**config.mk**
```make
export PLATFORM = sky130hd
export DESIGN_NAME = muldiv_unit
export DESIGN_NICKNAME = d
export VERILOG_FILES = /design/src/rtl/muldiv_unit.sv
export SDC_FILE = /design/constraint.sdc
export NUM_CORES = 1
export LEC_CHECK = 0
export BUFFER_PORTS_ARGS = -buffer_cell sky130_fd_sc_hd__buf_2
export CORE_ASPECT_RATIO = 1.1
export CORE_MARGIN = 2
export CORE_UTILIZATION = 55
export DETAILED_ROUTE_END_ITERATION = 12
export MAX_ROUTING_LAYER = met4
export PLACE_DENSITY = 0.74
export SLEW_MARGIN = 20
export SYNTH_ARGS = -nofsm -noshare
export SYNTH_HDL_FRONTEND = slang
export SYNTH_SLANG_ARGS = --single-unit
```
**constraint.sdc**
```tcl
create_clock -name clk_i -period 3.5 [get_ports clk_i]
set_input_delay 0.525 -clock clk_i [delete_from_list [all_inputs] [get_ports clk_i]]
set_output_delay 0.525 -clock clk_i [all_outputs]
set_load 0.005 [all_outputs]
```
**src/rtl/muldiv_unit.sv**
```systemverilog
// muldiv_unit: iterative RV32M multiply/divide unit.
// Unsigned magnitudes are processed for WIDTH cycles, then sign correction is applied.
// Divide-by-zero and signed overflow bypass the loop and finish in one cycle.
module muldiv_unit #(
  parameter int WIDTH = 32
) (
  input  logic             clk_i,
  input  logic             reset_ni,
  input  logic             start_i,
  input  logic [2:0]       mdop_i,
  input  logic [WIDTH-1:0] operand1_i,
  input  logic [WIDTH-1:0] operand2_i,
  input  logic             kill_i,
  output logic             busy_o,
  output logic             done_o,
  output logic [WIDTH-1:0] result_o
);

  localparam int CntW = $clog2(WIDTH) + 1;
  localparam logic [WIDTH-1:0] MinInt = {1'b1, {(WIDTH-1){1'b0}}};

  typedef enum logic [1:0] {IDLE, CALC, FIX, DONE} state_e;

  state_e              state_q;
  logic [2:0]          mdop_q;
  logic [CntW-1:0]     cnt_q;
  logic [2*WIDTH-1:0]  acc_q;
  logic [WIDTH-1:0]    opnd_q;
  logic                negQ_q;
  logic                negR_q;
  logic                busy_q;
  logic                done_q;
  logic [WIDTH-1:0]    result_q;

  logic                isDiv;
  logic                op1Signed;
  logic                op2Signed;
  logic                neg1;
  logic                neg2;
  logic [WIDTH-1:0]    abs1;
  logic [WIDTH-1:0]    abs2;
  logic                divByZero;
  logic                divOverflow;
  logic [WIDTH-1:0]    fastResult;
  logic [WIDTH:0]      mulSum;
  logic [2*WIDTH-1:0]  accMul_d;
  logic [WIDTH:0]      divTop;
  logic [WIDTH:0]      divDiff;
  logic [2*WIDTH-1:0]  accDiv_d;
  logic [2*WIDTH-1:0]  prodFix;
  logic [WIDTH-1:0]    quoFix;
  logic [WIDTH-1:0]    remFix;
  logic [WIDTH-1:0]    result_d;

  // Decode the incoming request: operand signedness, magnitudes and the one-cycle special cases.
  always_comb begin
    isDiv       = mdop_i[2];
    op1Signed   = isDiv ? ~mdop_i[0] : (mdop_i[1:0] == 2'b01 || mdop_i[1:0] == 2'b10);
    op2Signed   = isDiv ? ~mdop_i[0] : (mdop_i[1:0] == 2'b01);
    neg1        = op1Signed & operand1_i[WIDTH-1];
    neg2        = op2Signed & operand2_i[WIDTH-1];
    abs1        = neg1 ? -operand1_i : operand1_i;
    abs2        = neg2 ? -operand2_i : operand2_i;
    divByZero   = isDiv && (operand2_i == '0);
    divOverflow = isDiv && !mdop_i[0] && (operand1_i == MinInt) && (operand2_i == '1);
    fastResult  = '0;
    if (divByZero) begin
      fastResult = mdop_i[1] ? operand1_i : '1;
    end else if (divOverflow) begin
      fastResult = mdop_i[1] ? '0 : operand1_i;
    end
  end

  // One radix-2 step: shift-add for multiply, restoring shift-subtract for divide.
  always_comb begin
    mulSum   = {1'b0, acc_q[2*WIDTH-1:WIDTH]} + (acc_q[0] ? {1'b0, opnd_q} : '0);
    accMul_d = {mulSum, acc_q[WIDTH-1:1]};
    divTop   = acc_q[2*WIDTH-1:WIDTH-1];
    divDiff  = divTop - {1'b0, opnd_q};
    accDiv_d = divDiff[WIDTH] ? {acc_q[2*WIDTH-2:0], 1'b0}
                              : {divDiff[WIDTH-1:0], acc_q[WIDTH-2:0], 1'b1};
  end

  // Sign correction and output selection applied once the loop has finished.
  always_comb begin
    prodFix  = negQ_q ? -acc_q : acc_q;
    quoFix   = negQ_q ? -acc_q[WIDTH-1:0] : acc_q[WIDTH-1:0];
    remFix   = negR_q ? -acc_q[2*WIDTH-1:WIDTH] : acc_q[2*WIDTH-1:WIDTH];
    result_d = remFix;
    case (mdop_q)
      3'b000:                 result_d = prodFix[WIDTH-1:0];
      3'b001, 3'b010, 3'b011: result_d = prodFix[2*WIDTH-1:WIDTH];
      3'b100, 3'b101:         result_d = quoFix;
      default:                result_d = remFix;
    endcase
  end

  // Control FSM with the datapath registers and registered BUSY/DONE/RESULT.
  always_ff @(posedge clk_i) begin
    if (!reset_ni) begin
      state_q  <= IDLE;
      mdop_q   <= '0;
      cnt_q    <= '0;
      acc_q    <= '0;
      opnd_q   <= '0;
      negQ_q   <= 1'b0;
      negR_q   <= 1'b0;
      busy_q   <= 1'b0;
      done_q   <= 1'b0;
      result_q <= '0;
    end else begin
      case (state_q)
        IDLE, DONE: begin
          state_q <= IDLE;
          busy_q  <= 1'b0;
          done_q  <= 1'b0;
          if (start_i) begin
            mdop_q <= mdop_i;
            cnt_q  <= '0;
            negQ_q <= neg1 ^ neg2;
            negR_q <= neg1;
            if (divByZero || divOverflow) begin
              result_q <= fastResult;
              done_q   <= 1'b1;
              state_q  <= DONE;
            end else begin
              acc_q   <= isDiv ? {{WIDTH{1'b0}}, abs1} : {{WIDTH{1'b0}}, abs2};
              opnd_q  <= isDiv ? abs2 : abs1;
              busy_q  <= 1'b1;
              state_q <= CALC;
            end
          end
        end
        CALC: begin
          done_q <= 1'b0;
          if (kill_i) begin
            busy_q  <= 1'b0;
            state_q <= IDLE;
          end else begin
            acc_q <= mdop_q[2] ? accDiv_d : accMul_d;
            cnt_q <= cnt_q + CntW'(1);
            if (cnt_q == CntW'(WIDTH - 1)) begin
              state_q <= FIX;
            end
          end
        end
        FIX: begin
          busy_q <= 1'b0;
          if (kill_i) begin
            done_q  <= 1'b0;
            state_q <= IDLE;
          end else begin
            result_q <= result_d;
            done_q   <= 1'b1;
            state_q  <= DONE;
          end
        end
        default: begin
          busy_q  <= 1'b0;
          done_q  <= 1'b0;
          state_q <= IDLE;
        end
      endcase
    end
  end

  assign busy_o   = busy_q;
  assign done_o   = done_q;
  assign result_o = result_q;

endmodule

```
==> results_dict.tcl <==
set metrics [dict create \
    status "complete, no violations" \
    globalRouteOverflowTotal 0 \
    core_mm2 0.0267 \
    root_buffer "clkbuf_16" \
    clk_pin_slew_ns 0.07 \
    crit_buf_inv 5 \
    drt_iter0_drc 2231 \
    r2r_slack_ns 0.09 \
    crit_cells 16 \
    fp.dieArea_mm2 0.0283 \
    fin_cells 2688 \
    hold_class "in2reg" \
    synth-edff-count 0 \
    numCtsBuffers 17 \
    num_io_pins 105 \
    synth_compound_area_frac 0.295 \
    finalSetupViolations 0 \
    path_delay_family "compound AO/OA/AOI/OAI gates" \
    synth_ff_type "dfxtp_1" \
    yosysSeqAreaShare 0.193 \
    die_w_um 161 \
    wl_mm 62.8 \
    syn_to_final_growth_pct 22.0 \
    synth_adder_area_share 0.0643 \
    fin_skew_ns 0.00962 \
    vias 17663 \
    drive_gt1_frac 0.197 \
    start_kind "flip-flop" \
    drtPass1Iterations 7 \
    cts_tree "built" \
    min-delay-start "mdop_i[0]" \
    vias_per_cell 6.57 \
    cp_data_required_time_ns 3.84 \
    crit_slowest_cell "a221o_1" \
    routabilityCongestion 1.06 \
    die_height_um 176 \
    ctsHoldBuffers 0 \
    synth_xor_area_frac 0.110 \
    synth_most_common_cell "nor2_1" \
    synth_top_area_frac 0.193 \
    power_density_mw_per_mm2 338 \
    max_cap_violations 0 \
    wl_per_cell_um 23.4 \
    yosysWarnings 0 \
    hold_end "mdop_q[0]" \
    synth.mux.area_fraction 0.0557 \
    dpl_cell_area_mm2 0.0173 \
    synthArstFlopShare 0 \
    switching_share 0.376 \
    share_comb_of_total_power 0.369 \
    rsz0062_at_grt "true" \
    r2r_cells 16 \
    grt_max_degree 88 \
    p_leak_nw 7.50 \
    antenna_left 0 \
    final-hold-violation-count 0 \
    r2r-start "acc_q[31]" \
    p_sw_mw 2.30 \
    synthSimpleGateAreaFrac 0.220 \
    grt_usage 0.446 \
    drc 0 \
    grt_pass1_vias 16562 \
    synth-seq-cells 143 \
    synth_top_family_by_area "compound AO/OA/AOI/OAI gates" \
    max_stage_delay_ns 0.35 \
    place_inst 2648 \
    yosys.area.top_type "dfxtp_1" \
    io_buffers 104 \
    crit_arrival_ns 3.75 \
    clock-sinks 143 \
    yosysUniqueCellTypes 88 \
    rows 63 \
    initial_utilization 0.555 \
    vdd_ir_drop_max_mv 0.240 \
    max_slew_margin 0.393 \
    cpMostUsedCell "buf_4" \
    final_cell_area_mm2 0.0181 \
    antenna_found_initial 2 \
    setup_slack_ns 0.0917 \
    synth_area_per_cell_um2 7.10 \
    cp_max_fo 5 \
    synth_fp_nets 2236 \
    dp_slack_ns -0.192 \
    pwr-share-seq 0.306 \
    clk_latency_ns 0.45 \
    num-nets-final 2462 \
    end_kind "flip-flop" \
    hold_slack_ns 0.369 \
    clockBufferDepth 2 \
    finalMaxSlewViolations 0 \
    ys_top_cells_by_area "dfxtp_1 (19%), ha_1 (6.2%), a21oi_1 (6.0%)" \
    fin_crit_sh 0.974 \
    dp_hpwl_mm 49.0 \
    internal-power_mw 3.82 \
    synth_cells 2090 \
    crit_type "reg2reg" \
    worst_slew_pin_slew_ns 0.911 \
    holdPathStages 3 \
    totalPowerFinal_mw 6.11 \
    grt_pass1_wl_mm 95.1 \
    clock_power_share 0.326 \
    min_period_ns 3.41 \
    synth_common_cells "nor2_1 (222), nand2_1 (197), a21oi_1 (177)" \
    max_freq_mhz 293 \
    rr_endpoint "acc_q[57]" \
    syn-cell-area_mm2 0.0148 \
    ctsHtreeMaxLevel 4 \
    path_cells "inv_1, ha_2, fa_2, nand2b_4, a21o_1, a2111oi_4, buf_4, nor3_2, nor2_1, a21oi_1, buf_4, buf_4, xnor2_4, buf_4, mux2i_1, a221o_1" \
]
## cell usage in the layout, fill, tap and decap left out, types with 34 or more instances in the layout
cell	n
buf_4	233
mux2i_1	59
o31ai_1	34
inv_1	73
a21oi_1	174
nand2_1	197
nor2_1	221
xor2_1	96
xnor2_1	90
o22ai_1	34
ha_1	71
nor3_1	42
a211oi_1	49
o21ai_0	149
buf_2	104
o21ai_1	43
dfxtp_1	141
## flip-flops by register name, summed over array words and instances, names as in the netlist
| register | cells |
|---|---|
| result_o | 32 |
| opnd_q | 32 |
| negR_q | 1 |
| done_o | 1 |
| acc_q | 64 |
| negQ_q | 1 |
| mdop_q | 3 |
| cnt_q | 6 |
| state_q | 2 |
| busy_o | 1 |
## timing repair
| action | in CTS | in global routing |
|---|---|---|
| resized for setup | 0 | 21 |
| setup buffers | 0 | 5 |
| setup endpoints to repair | 0 | 29 |
## how the worst max path moves through the flow
| stage | startpoint | to | slack (ns) |
|---|---|---|---|
| 3_5_place_dp | operand1_i[5] | result_o[9] | -0.19 |
| 4_1_cts | acc_q[31] | acc_q[33] | 0.007 |
| 5_1_grt | acc_q[0] | acc_q[62] | -0.003 |
| 6_report | acc_q[31] | acc_q[57] | 0.09 |
| 2_1_floorplan | acc_q[31] | acc_q[46] | 0.09 |
| 3_3_place_gp | operand1_i[5] | result_o[5] | -0.20 |
## worst register-to-register path, delay by kind of cell, from the launching register on
kind,cells,cell delay [ns]
simple gates,3,0.36
buf+inv,5,0.77
flops,1,0.33
xor+xnor,1,0.27
compound gates,4,0.96
fa+ha+maj,2,0.54
mux,1,0.08
## area by class of cell
type	instances	area, um^2
multi-input combinational	1719	11200
fill	2364	8630
sequential	143	2870
timing repair buffer	357	2670
clock buffer	21	480
tap	357	447
inverter	78	297
clock inverter	11	151
antenna	2	5.00
## per-layer routing
layer / track usage / up-vias / wire length [um]
met4: 0.255 / 0 / 4390
met3: 0.0740 / 277 / 5820
met2: 0.726 / 1063 / 28800
li1: - / 8097 / -
met1: 0.524 / 8226 / 23800
met5: - / - / 0
## through the flow
stage          utilization  setup TNS (ns)
3_3_place_gp         0.647           -1.95
4_1_cts              0.671               0
5_1_grt              0.677        -0.00464
3_5_place_dp         0.647           -3.98
6_report             0.677               0
2_1_floorplan            -               0
## cell families after synthesis
logic type	after synthesis
compound gates	695
simple gates	682
buf+inv	228
xor+xnor	187
flops	143
mux	80
fa+ha+maj	75
## power by group through the flow
stage / clock, mW / sequential, mW / combinational (mW)
5_1_grt: 2.05 / 1.88 / 2.39
3_3_place_gp: 0 / 1.89 / 2.10
4_1_cts: 1.99 / 1.86 / 2.15
3_5_place_dp: 0 / 1.90 / 2.14
2_1_floorplan: 0 / 1.84 / 1.34
6_report: 1.99 / 1.87 / 2.25
Power figures use the tool's default switching activity.
